<file path="config.mk">
export PLATFORM = sky130hd
export DESIGN_NAME = grouper_input_loader
export DESIGN_NICKNAME = d
export VERILOG_FILES = /design/src/rtl/grouper_input_loader.sv
export SDC_FILE = /design/constraint.sdc
export NUM_CORES = 1
export LEC_CHECK = 0
export ABC_AREA = 1
export BUFFER_PORTS_ARGS = -buffer_cell sky130_fd_sc_hd__buf_4
export CAP_MARGIN = 10
export CORE_MARGIN = 2
export CORE_UTILIZATION = 45
export CTS_CLUSTER_DIAMETER = 200
export DETAILED_ROUTE_END_ITERATION = 8
export HOLD_SLACK_MARGIN = 0.15
export PLACE_DENSITY = 0.68
export SYNTH_ARGS = -nofsm -noshare
export SYNTH_HDL_FRONTEND = slang
export SYNTH_SLANG_ARGS = --single-unit
</file>
<file path="constraint.sdc">
create_clock -name clk -period 4.1 [get_ports clk]
set_clock_uncertainty 0.05 [all_clocks]
set_input_delay 0.205 -clock clk [delete_from_list [all_inputs] [get_ports clk]]
set_output_delay 0.205 -clock clk [all_outputs]
set_load 0.005 [all_outputs]
</file>
<file path="src/rtl/grouper_input_loader.sv">
// Upstream loader for the grouper: packs a valid/ready byte stream into the grouper's
// input memory as zero-separated words, adds the double-zero terminator, then kicks the grouper.
module grouper_input_loader #(
  parameter int                    ADDR_WIDTH = 4,
  parameter int                    DATA_WIDTH = 8,
  parameter logic [DATA_WIDTH-1:0] SEP_CHAR   = 8'h20
) (
  input  logic                  clk,
  input  logic                  rst_n,
  input  logic                  start,
  input  logic                  in_valid,
  input  logic [DATA_WIDTH-1:0] in_data,
  input  logic                  in_last,
  output logic                  in_ready,
  output logic                  mem_we,
  output logic [ADDR_WIDTH-1:0] mem_addr,
  output logic [DATA_WIDTH-1:0] mem_wdata,
  output logic                  grp_cs,
  input  logic                  grp_done,
  output logic                  busy,
  output logic                  done,
  output logic                  overflow,
  output logic [ADDR_WIDTH-1:0] word_count
);

  localparam int DEPTH = 1 << ADDR_WIDTH;
  // Highest address a data byte may use; the two slots above it are kept for terminators.
  localparam logic [ADDR_WIDTH-1:0] LAST_DATA_ADDR = ADDR_WIDTH'(DEPTH - 3);

  typedef enum logic [2:0] {
    S_IDLE,
    S_LOAD,
    S_TERM_A,
    S_TERM_B,
    S_KICK,
    S_WAIT
  } state_t;

  state_t                r_state;
  logic [ADDR_WIDTH-1:0] r_wptr;
  logic                  r_word_open;
  logic [ADDR_WIDTH-1:0] r_word_count;
  logic                  r_overflow;
  logic                  r_mem_we;
  logic [ADDR_WIDTH-1:0] r_mem_addr;
  logic [DATA_WIDTH-1:0] r_mem_wdata;
  logic                  r_grp_cs;
  logic                  r_done;

  logic                  w_accept;
  logic                  w_is_sep;
  logic                  w_data_fits;
  logic [ADDR_WIDTH-1:0] w_word_count_inc;

  assign in_ready    = (r_state == S_LOAD);
  assign busy        = (r_state != S_IDLE);
  assign w_accept    = in_valid & in_ready;
  assign w_is_sep    = (in_data == '0) || (in_data == SEP_CHAR);
  assign w_data_fits = (r_wptr <= LAST_DATA_ADDR);
  assign w_word_count_inc = (&r_word_count) ? r_word_count : r_word_count + 1'b1;

  assign mem_we     = r_mem_we;
  assign mem_addr   = r_mem_addr;
  assign mem_wdata  = r_mem_wdata;
  assign grp_cs     = r_grp_cs;
  assign done       = r_done;
  assign overflow   = r_overflow;
  assign word_count = r_word_count;

  always_ff @(posedge clk or negedge rst_n) begin
    if (!rst_n) begin
      r_state      <= S_IDLE;
      r_wptr       <= '0;
      r_word_open  <= 1'b0;
      r_word_count <= '0;
      r_overflow   <= 1'b0;
      r_mem_we     <= 1'b0;
      r_mem_addr   <= '0;
      r_mem_wdata  <= '0;
      r_grp_cs     <= 1'b0;
      r_done       <= 1'b0;
    end else begin
      // NOTE: non-blocking defaults here turn every strobe set below into a one-cycle pulse;
      // later assignments in the same block override them without any ordering hazard.
      r_mem_we <= 1'b0;
      r_grp_cs <= 1'b0;
      r_done   <= 1'b0;

      case (r_state)
        S_IDLE: begin
          if (start) begin
            r_wptr       <= '0;
            r_word_open  <= 1'b0;
            r_word_count <= '0;
            r_overflow   <= 1'b0;
            r_state      <= S_LOAD;
          end
        end

        S_LOAD: begin
          if (w_accept) begin
            if (!w_is_sep) begin
              if (w_data_fits) begin
                r_mem_we    <= 1'b1;
                r_mem_addr  <= r_wptr;
                r_mem_wdata <= in_data;
                r_wptr      <= r_wptr + 1'b1;
                r_word_open <= 1'b1;
              end else begin
                r_overflow <= 1'b1;
              end
            end else if (r_word_open) begin
              // Only the first separator after a word writes; repeats collapse.
              r_mem_we     <= 1'b1;
              r_mem_addr   <= r_wptr;
              r_mem_wdata  <= '0;
              r_wptr       <= r_wptr + 1'b1;
              r_word_open  <= 1'b0;
              r_word_count <= w_word_count_inc;
            end
            if (in_last) r_state <= S_TERM_A;
          end
        end

        S_TERM_A: begin
          // Close an open word, or lay the first zero of an empty buffer.
          if (r_word_open || (r_wptr == '0)) begin
            r_mem_we    <= 1'b1;
            r_mem_addr  <= r_wptr;
            r_mem_wdata <= '0;
            r_wptr      <= r_wptr + 1'b1;
            if (r_word_open) begin
              r_word_count <= w_word_count_inc;
              r_word_open  <= 1'b0;
            end
          end
          r_state <= S_TERM_B;
        end

        S_TERM_B: begin
          r_mem_we    <= 1'b1;
          r_mem_addr  <= r_wptr;
          r_mem_wdata <= '0;
          r_grp_cs    <= 1'b1;
          r_state     <= S_KICK;
        end

        S_KICK: begin
          r_state <= S_WAIT;
        end

        S_WAIT: begin
          if (grp_done) begin
            r_done  <= 1'b1;
            r_state <= S_IDLE;
          end
        end

        default: r_state <= S_IDLE;
      endcase
    end
  end

endmodule
</file>
==> qor.txt <==
Hold WC Path Type - in -> reg
Area after DPL - 0.00191 mm2
Max Slew Vio Count - 0
Syn. warnings - 0
Unrepaired setup endpoints after global routing - no
Setup Buffers After CTS - 0
Post-route minimum period - 1.92 ns
Final hold slack - 0.154 ns
Internal - 0.000689 W
First-pass GRT wire length - 6140 um
RR Endpoint - mem_wdata[0]
Post-route DRC - 0
Crit path cell chain - inv_1 > ha_1 > nand2_1 > nand2_1 > o21ai_2 > nand2_4 > nand2_1 > nand2_1
Post-synthesis cell type count - 26
Share of the synthesized area in the top cell type - 0.427
CTS tree - yes
Min-delay src - in_data[5]
Pwr Total - 0.00124 W
Synth area leader - dfrtp_1
R2R depth - 8
Drt wl/cell - 11.4 um
Most frequent CP cell - nand2_1
Required time of the critical path - 4.29 ns
Worst-path maximum fanout - 13
Post-Layout Inst Area - 0.00204 mm2
Die height - 64.4 um
Core area - 0.00342 mm2
Synth Instances - 209
Largest net degree at the start of global routing - 29
Initial antenna violation count - 0
Latest clock arrival within the worst-skew pair - 0.33 ns
Final setup violation count - 0
Startpoint types - flop
Final critical-path setup slack - 2.18 ns
Slew HR - 0.611
HPWL Detailed - 2390 um
WHS Path Cells - 5
Max Fclk - 521 MHz
WHS Endpoint - mem_wdata[5]
Width of the die - 64.4 um
EDFF count, synth - 0
Net Sw Frac - 0.444
Drt pass-1 iters - 4
Post_cts resized - 0
Cts bufs inserted - 3
Tot GR Track Use - 0.188
Period utilization - 0.468
Via count - 1441
Reg clk slew, reported paths - 0.15 ns
Fillers - 325
CTS H-tree lvls - 1
Count of final hold-check violations - 0
Clock network power share - 0.110
Cell family with the largest share of critical-path delay - simple AND/OR/NAND/NOR gates
CTS root buffer - clkbuf_4
Worst Max-Slew Pin Slew - 0.583 ns
Synth-to-Final Area Change - 24.3%
Sequential power share - 0.367
Worst setup EP type - flop
Most used flip-flop cell after synthesis - dfrtp_1
Combinational share of power - 0.523
Max stage delay on crit path - 0.50 ns
Total Wirelength - 3380 um
NetSw - 0.000551 W
Layout cell share with drive strength beyond 1 - 0.247
Post-route ant nets - 0
Kind of critical path - reg -> reg
CTS sink cnt - 28
Setup TNS - 0 ns
Worst path arrival time - 2.11 ns
Asr flop ratio synth - 1.00
Cell leakage power - 1.12 nW
Worst r2r src - r_wptr[0]
Worst-case clock buffer depth - 2
Vias in the first global route - 1380
Port bufs - 35
CTS Hold Bufs - 9
Pwr dens - 607 mW/mm2
#FFs+latches synth - 28
Synthesized area per cell - 7.85 um2
Post-synth net total - 227
DIE AREA - 0.00415 mm2
Dpl ws - 2.22 ns
Outcome - complete, no violations
Antenna cells - 0
Vias per cell - 4.85
Final layout net count - 270
IR drop worst, VDD - 0.379 mV
Max-cap violations - 0
Internal reg-to-reg setup slack - 2.18 ns
Ports - 36
Worst Path Buf+Inv - 1
Post-synthesis sequential area ratio - 0.427
FP Rows - 21
Starting Density - 0.481
Iter 0 DRT Violations - 75
Placer Congestion - 0.758
Mapped cell area - 0.00164 mm2
Top post-synthesis cells by area - dfrtp_1, nand2_1, nand3_1
Grt ovf - 0
Slowest-stage cell, CP - dfrtp_1
[cells in the mapped netlist (2+ instances only)]
| library cell | n |
|---|---|
| buf_4 | 2 |
| nor2_1 | 20 |
| o21ai_0 | 3 |
| xor2_1 | 2 |
| ha_1 | 4 |
| buf_2 | 2 |
| nand3b_1 | 3 |
| dfrtp_1 | 28 |
| o211ai_1 | 2 |
| buf_6 | 2 |
| inv_2 | 5 |
| nand3_2 | 4 |
| nand2_2 | 2 |
| nor2_4 | 5 |
| inv_1 | 21 |
| nand2_4 | 3 |
| nand3_1 | 23 |
| nand2_1 | 64 |
| nand4_1 | 7 |
[worst register-to-register path, stage by stage, from the launching register on]
cell	delay (ns)
dfrtp_1	0.50
inv_1	0.07
ha_1	0.22
nand2_1	0.07
nand2_1	0.09
o21ai_2	0.48
nand2_4	0.20
nand2_1	0.10
nand2_1	0.05
[layer usage]
metal	vias up	share of wire	global-route usage	wire, um
met5	-	0	0	0
met4	0	0.016	0.0745	53
met3	6	0.049	0.0317	166
met2	35	0.46	0.302	1570
met1	647	0.47	0.251	1590
li1	753	-	-	-
[cell type report]
type / count / area [um2] / share of cell area
flip-flops and latches: 28 / 701 / 0.343
inverters: 26 / 97.6 / 0.0478
well taps: 46 / 57.6 / 0.0282
repair buffers: 44 / 353 / 0.173
multi-input cells: 149 / 796 / 0.390
clock buffers: 4 / 36.3 / 0.0178
[metrics by stage]
stage / instances / utilization
after global routing: 297 / 0.597
after CTS: 297 / 0.597
after floorplan: 209 / -
after global placement: 284 / 0.560
after detailed placement: 284 / 0.560
final: 297 / 0.597
[sequential cells by signal, summed over array words and instances, names as in the netlist]
| register | flops |
|---|---|
| overflow | 1 |
| r_word_open | 1 |
| r_wptr | 4 |
| grp_cs | 1 |
| done | 1 |
| mem_we | 1 |
| mem_wdata | 8 |
| r_state | 3 |
| mem_addr | 4 |
| word_count | 4 |
[worst max path at each step]
stage               startpoint            to  slack [ns]  depth (start not counted)
floorplan            r_wptr[0]   mem_addr[0]        2.55                          9
global placement     r_wptr[0]   mem_addr[0]        2.27                          8
detailed placement   r_wptr[0]  mem_wdata[5]        2.22                          8
CTS                  r_wptr[0]  mem_wdata[0]        2.18                          8
global route         r_wptr[0]  mem_wdata[1]        1.94                          8
finish               r_wptr[0]  mem_wdata[0]        2.18                          8
[logic make-up after synthesis]
| group | synth area share |
|---|---|
| buffers and inverters | 0.0884 |
| adders and majority gates | 0.0305 |
| AOI/OAI and AO/OA | 0.0267 |
| and+or+nand+nor | 0.417 |
| DFF | 0.427 |
| xor gates and xnor gates | 0.0107 |
[cell usage in the layout (no fill, tap or decap), drive strengths merged]
cell / n
nor3: 2
ha: 4
inv: 26
nand2: 69
a21oi: 1
nand3b: 3
nor2: 26
nand4: 7
clkbuf: 4
o211ai: 2
xor2: 2
dfrtp: 28
buf: 35
dlygate4sd3: 9
o21ai: 4
nand3: 28
nor4: 1
[power by group through the flow]
stage	combinational [W]	clock [W]	sequential, W
floorplan	0.000480	0	0.000439
global placement	0.000637	0	0.000462
detailed placement	0.000643	0	0.000462
CTS	0.000655	0.000143	0.000455
global route	0.000744	0.000155	0.000471
finish	0.000649	0.000136	0.000455
Note: power is estimated with default switching activity, not from simulation.
